===== src/rtl/clock_divider_pkg.sv =====
// Shared defaults and helpers for the programmable clock divider bank.
package clock_divider_pkg;

  localparam int unsigned DEF_N_CH  = 4;
  localparam int unsigned DEF_CNT_W = 19;
  localparam int unsigned DEF_HALF  = 125000;  // 200 Hz from a 50 MHz clock

  // Architectural view of one channel at the default counter width.
  typedef struct packed {
    logic [DEF_CNT_W-1:0] cnt;
    logic [DEF_CNT_W-1:0] half;
    logic [DEF_CNT_W-1:0] shadow;
    logic                 pend;
    logic                 clk;
    logic                 tick;
  } ch_state_t;

  // Width of a channel selector; a single channel still gets one bit.
  function automatic int unsigned sel_width(input int unsigned n);
    return (n > 1) ? $clog2(n) : 1;
  endfunction

endpackage


===== src/rtl/clock_divider_channel.sv =====
// One divider channel: counter, shadowed half-period with boundary apply, outputs.
module clock_divider_channel
  import clock_divider_pkg::*;
#(
  parameter int unsigned CNT_W        = DEF_CNT_W,
  parameter int unsigned DEFAULT_HALF = DEF_HALF
) (
  input  logic             clock,
  input  logic             reset,
  input  logic             en,
  input  logic             sync,
  input  logic             wr,
  input  logic [CNT_W-1:0] wr_half,
  output logic             pend,
  output logic             clk_out,
  output logic             tick
);

  logic [CNT_W-1:0] cnt;
  logic [CNT_W-1:0] half;
  logic [CNT_W-1:0] shadow;
  logic             stopped;
  logic             idle;
  logic             last;

  assign stopped = (half == '0);
  assign idle    = stopped || !en;
  // >= rather than == so a count left above a newly applied half still wraps.
  assign last    = (cnt >= half - CNT_W'(1));

  always_ff @(posedge clock) begin
    if (reset) begin
      cnt     <= '0;
      half    <= CNT_W'(DEFAULT_HALF);
      shadow  <= '0;
      pend    <= 1'b0;
      clk_out <= 1'b0;
      tick    <= 1'b0;
    end else if (sync) begin
      cnt     <= '0;
      clk_out <= 1'b0;
      tick    <= 1'b0;
      pend    <= 1'b0;
      if (wr) begin
        half   <= wr_half;
        shadow <= wr_half;
      end else if (pend) begin
        half <= shadow;
      end
    end else begin
      if (idle) begin
        tick <= 1'b0;
        if (stopped) begin
          cnt     <= '0;
          clk_out <= 1'b0;
        end
        if (pend) begin
          half <= shadow;
          pend <= 1'b0;
        end
      end else if (last) begin
        cnt     <= '0;
        clk_out <= !clk_out;
        tick    <= !clk_out;
        if (clk_out && pend) begin
          half <= shadow;
          pend <= 1'b0;
        end
      end else begin
        cnt  <= cnt + CNT_W'(1);
        tick <= 1'b0;
      end
      // The top only grants a write while pend is clear, so this never races the apply.
      if (wr) begin
        shadow <= wr_half;
        pend   <= 1'b1;
      end
    end
  end

endmodule


===== src/rtl/clock_divider_bank.sv =====
// Bank of independent programmable clock dividers with a shared write port and sync.
module clock_divider_bank
  import clock_divider_pkg::*;
#(
  parameter  int unsigned N_CH         = DEF_N_CH,
  parameter  int unsigned CNT_W        = DEF_CNT_W,
  parameter  int unsigned DEFAULT_HALF = DEF_HALF,
  localparam int unsigned CH_W         = sel_width(N_CH)
) (
  input  logic             clock,
  input  logic             reset,
  input  logic [N_CH-1:0]  en,
  input  logic             sync,
  input  logic             wr_valid,
  output logic             wr_ready,
  input  logic [CH_W-1:0]  wr_ch,
  input  logic [CNT_W-1:0] wr_half,
  output logic [N_CH-1:0]  clk_out,
  output logic [N_CH-1:0]  tick
);

  logic [N_CH-1:0] sel;
  logic [N_CH-1:0] pend;
  logic [N_CH-1:0] wr;

  // An out-of-range channel selects nothing, so it reads ready and is dropped.
  always_comb begin
    sel = '0;
    for (int unsigned i = 0; i < N_CH; i++) begin
      sel[i] = (wr_ch == CH_W'(i));
    end
  end

  assign wr_ready = ~|(sel & pend);
  assign wr       = sel & {N_CH{wr_valid & wr_ready}};

  for (genvar g = 0; g < N_CH; g++) begin : g_ch
    clock_divider_channel #(
      .CNT_W        (CNT_W),
      .DEFAULT_HALF (DEFAULT_HALF)
    ) u_ch (
      .clock   (clock),
      .reset   (reset),
      .en      (en[g]),
      .sync    (sync),
      .wr      (wr[g]),
      .wr_half (wr_half),
      .pend    (pend[g]),
      .clk_out (clk_out[g]),
      .tick    (tick[g])
    );
  end

endmodule


===== config.mk =====
export PLATFORM = sky130hd
export DESIGN_NAME = clock_divider_bank
export DESIGN_NICKNAME = d
export VERILOG_FILES = /design/src/rtl/clock_divider_pkg.sv /design/src/rtl/clock_divider_channel.sv /design/src/rtl/clock_divider_bank.sv
export SDC_FILE = /design/constraint.sdc
export NUM_CORES = 1
export LEC_CHECK = 0
export BUFFER_PORTS_ARGS = -buffer_cell sky130_fd_sc_hd__buf_2
export CORE_ASPECT_RATIO = 1.25
export CORE_MARGIN = 2
export CORE_UTILIZATION = 60
export DETAILED_ROUTE_END_ITERATION = 8
export PLACE_DENSITY = 0.86
export SYNTH_ARGS = -nofsm -noshare
export SYNTH_HDL_FRONTEND = slang
export SYNTH_HIERARCHICAL = 1
export SYNTH_SLANG_ARGS = --single-unit

===== constraint.sdc =====
create_clock -name clock -period 4.1 [get_ports clock]
set_input_delay 1.025 -clock clock [delete_from_list [all_inputs] [get_ports clock]]
set_output_delay 1.025 -clock clock [all_outputs]
set_load 0.05 [all_outputs]

==> results.md <==
- #FFs+latches synth: 240
- Dpl cell area: 0.0172 mm^2
- Final hold violation count: 0
- Pwr per Cell Area: 325 mW/mm^2
- Predominant post-synthesis flop cell: dfxtp_1
- Multi-input gate area: 0.0112 mm^2
- Status: finished, final reports clean
- Fin Setup TNS: 0 ns
- Avg Inst Size Synth: 8.39 um^2
- Register area share after synthesis: 28.6%
- Peak VDD IR: between 200 and 250 uV
- IO buf count: 37
- First-pass GRT wire length: roughly 72000 um
- CP max stage delay: 0.57 ns
- Residual DRC: 0
- Share of cells above drive strength 1: 11.3%
- Routed Antenna Nets: 0
- Largest net degree at the start of global routing: 108
- Multiplexer area fraction after synthesis: roughly 14%
- Via/cell ratio: 6.59
- Routed wire length: approximately 44000 um
- Core area: 0.0276 mm^2
- Crit. End Element: flip-flop
- Yosys warning count: 6
- Origin of the worst setup path: g_ch[3].u_ch/half[8]
- Sink Count: 240
- RSZ-0062 raised after global routing: false
- Startpoint type of the worst setup path: flip-flop
- Die Width: approximately 150 um
- Die height: 191 um
- CP Class: flip-flop to flip-flop
- Final nets: 2089
- CTS Buffer Depth: 3
- Rel. slew slack: 37.0%
- Remaining global-route overflow: 0
- Area share of fa/ha/maj cells after synthesis: under 10%
- Fin. max-slew vios: 0
- ANT cells: 0
- Worst EP required: 4.56 ns
- CTS tree: built
- Compound-Gate Fraction of Synth Area: 20.6%
- Fraction of registers with async set/reset: 0%
- Clock Latency Late Sink: 0.53 ns
- Highest metal used: met4
- Worst-path maximum fanout: 13
- Critical path's slowest cell: or4_4
- MaxCap Viol Count: 0
- Starting Density: 60.9%
- H-tree levels: 1
- Layout area overhead: 7.48%
- Num ports: 38
- Met2 WL: between 20000 and 25000 um
- Combinational family with the most area after synthesis: simple AND/OR/NAND/NOR gates
- Fill cells: 2184
- Non-filler instance count after layout: 2339
- Post-layout min period: between 3 and 4 ns
- Max Clock Freq: 0.259 GHz
- 1st-iter DRT viols: 1382
- Worst EP arrival: 4.33 ns
- Layout Skew: 0.0105 ns
- Total CTS buffers: 25
- Vias post-DR: 15421
- Reg clk slew, reported paths: 0.06 ns
- Post-Syn Area: 0.0168 mm^2
- Initial antenna violation count: 0
- Sequential cell area: 0.00480 mm^2
- Total power: around 0.006 W
- Number of global-route vias before repair: 14666
- Actual slew at the worst max-slew pin: 0.941 ns
- Drt pass-1 iters: 8
- FP Rows: 68
- DP HPWL: 29300 um
- Die Outline Area: 0.0293 mm^2
- CP top delay family: simple AND/OR/NAND/NOR gates
- CP bufs+invs: 1
- Fin crit share: 94.3%
- Post-synthesis cell count: 2002
- Hold_sp: g_ch[1].u_ch/shadow[13]
- Leak pwr: 6.62 nW
- Metal3 WL: 2590 um
- CTS Root Cell: clkbuf_16
- Type of the worst min-delay path: flip-flop to flip-flop
- Reg2reg start: g_ch[3].u_ch/half[8]
- Post-synth EDFFs: 0
- Hold Slack: 0.486 ns
- Synth Area in Simple Gates: ~22%
- GRT Util Overall: between 20 and 30%
- Xor/xnor cell area share of the yosys netlist: roughly 3.4%
- Design area: 0.0180 mm^2
- Placed insts: 2295
- Syn Nets: ~2100
- Final setup vio count: 0
- Crit-path cells: or4_4, or3_1, nor2_2, nand2_1, xor2_1, ha_1, nand4_1, nor2_1, a311o_1, a211o_4, buf_4, or4_1, o21ai_0
- Count of cell types in the netlist: 76
- Drt wl/cell: between 15 and 20 um
- Post-route met1 wirelength: 17900 um
- Routability Congestion: 0.879
-- through the flow --
stage	util, %	setup slack (ns)
detailed placement	62.3	0.0842
global route	65.5	0.00120
floorplan	-	0.344
finish	65.5	0.232
CTS	65.3	0.0571
global placement	62.3	0.222
-- state kept, by name, summed over array words and instances, names as in the netlist --
signal,cells
g_ch.u_ch/clk_out,4
g_ch.u_ch/cnt,76
g_ch.u_ch/pend,4
g_ch.u_ch/half,76
g_ch.u_ch/tick,4
g_ch.u_ch/shadow,76
-- synth_stat cells (all sizes together) (5+ instances only) --
cell type,count,area share [%]
xor2,22,1.1
or3,7,0.26
o211ai,17,0.76
xnor2,43,2.2
a31o,5,0.26
and2,13,0.48
o21ai,72,2.3
o311ai,39,2.0
or4,36,1.7
nand2b,60,2.2
a221oi,33,2.0
a2111oi,12,0.63
nor3,34,1.0
and3,25,0.93
nor4b,5,0.26
and4,7,0.37
a211o,10,0.52
o21ba,7,0.42
o21a,22,1.1
ha,88,6.6
a22o,18,0.94
mux2,43,2.9
a31oi,30,1.1
nor3b,15,0.67
inv,48,1.1
a221o,6,0.36
a21o,14,0.63
dfxtp,240,29
nand3,46,1.5
a21oi,141,4.3
nand2,193,4.3
nor2,155,3.5
buf,53,2.0
nor4,42,2.2
nor2b,38,1.4
a211oi,31,1.5
nand4,21,0.78
mux2i,180,11
o31ai,9,0.40
clkbuf,86,1.9
-- final timing paths --
| path | end | slack [ns] | cells past startpoint |
|---|---|---|---|
| max | g_ch[3].u_ch/cnt[7] | 0.23 | 13 |
| min | g_ch[1].u_ch/shadow[13] | 0.49 | 2 |
| max reg2reg | g_ch[3].u_ch/cnt[7] | 0.23 | 13 |
| min reg2reg | g_ch[1].u_ch/shadow[13] | 0.49 | 2 |
-- layout make-up --
class,count,area share (%)
Inverter,48,0.999
Sequential cell,240,26.6
Clock inverter,10,0.624
Tap cell,350,2.43
Clock buffer,34,3.99
Timing Repair Buffer,82,3.18
Multi-Input combinational cell,1575,62.2
-- cells by family (layout without fill, tap and decap cells) --
| kind of cell | after synthesis | count (layout) |
|---|---|---|
| mux | 224 | 224 |
| flops | 240 | 240 |
| simple gates | 706 | 706 |
| compound gates | 492 | 492 |
| fa+ha+maj | 88 | 88 |
| buf+inv | 187 | 174 |
| xor+xnor | 65 | 65 |
-- where the power goes --
group | internal, W | switching [W]
Combinational | 0.000405 | 0.000547
Sequential | 0.00243 | 0.000143
Clock | 0.00135 | 0.000985
-- worst register-to-register path: stages (launching register included) --
cell,delay [ns]
dfxtp_1,0.31
or4_4,0.57
or3_1,0.37
nor2_2,0.15
nand2_1,0.08
xor2_1,0.17
ha_1,0.30
nand4_1,0.17
nor2_1,0.06
a311o_1,0.41
a211o_4,0.40
buf_4,0.21
or4_1,0.51
o21ai_0,0.08
-- metal layers --
layer  GRT usage, %  vias to the layer above
li1               -                     7385
met3           3.45                      115
met4           12.5                        0
met1           35.3                     7401
met5              0                        -
met2           50.8                      520
-- placed cells by master (no fill, tap or decap), drive strengths merged, types with 30 or more instances in the layout --
cell type and instances:
dfxtp 240, nand2 193, mux2i 180, nor2 155, a21oi 141, ha 88
buf 82, o21ai 72, nand2b 60, inv 48, nand3 46, xnor2 43
mux2 43, nor4 42, o311ai 39, nor2b 38, or4 36, nor3 34
clkbuf 34, a221oi 33, a211oi 31, a31oi 30
-- what timing repair did --
action | in CTS | in global routing
resized for setup | 0 | 7
setup endpoints to repair | 0 | 39
hold buffers | 0 | 0
buffers inserted | 0 | 0
(Power assumes the default switching activity.)
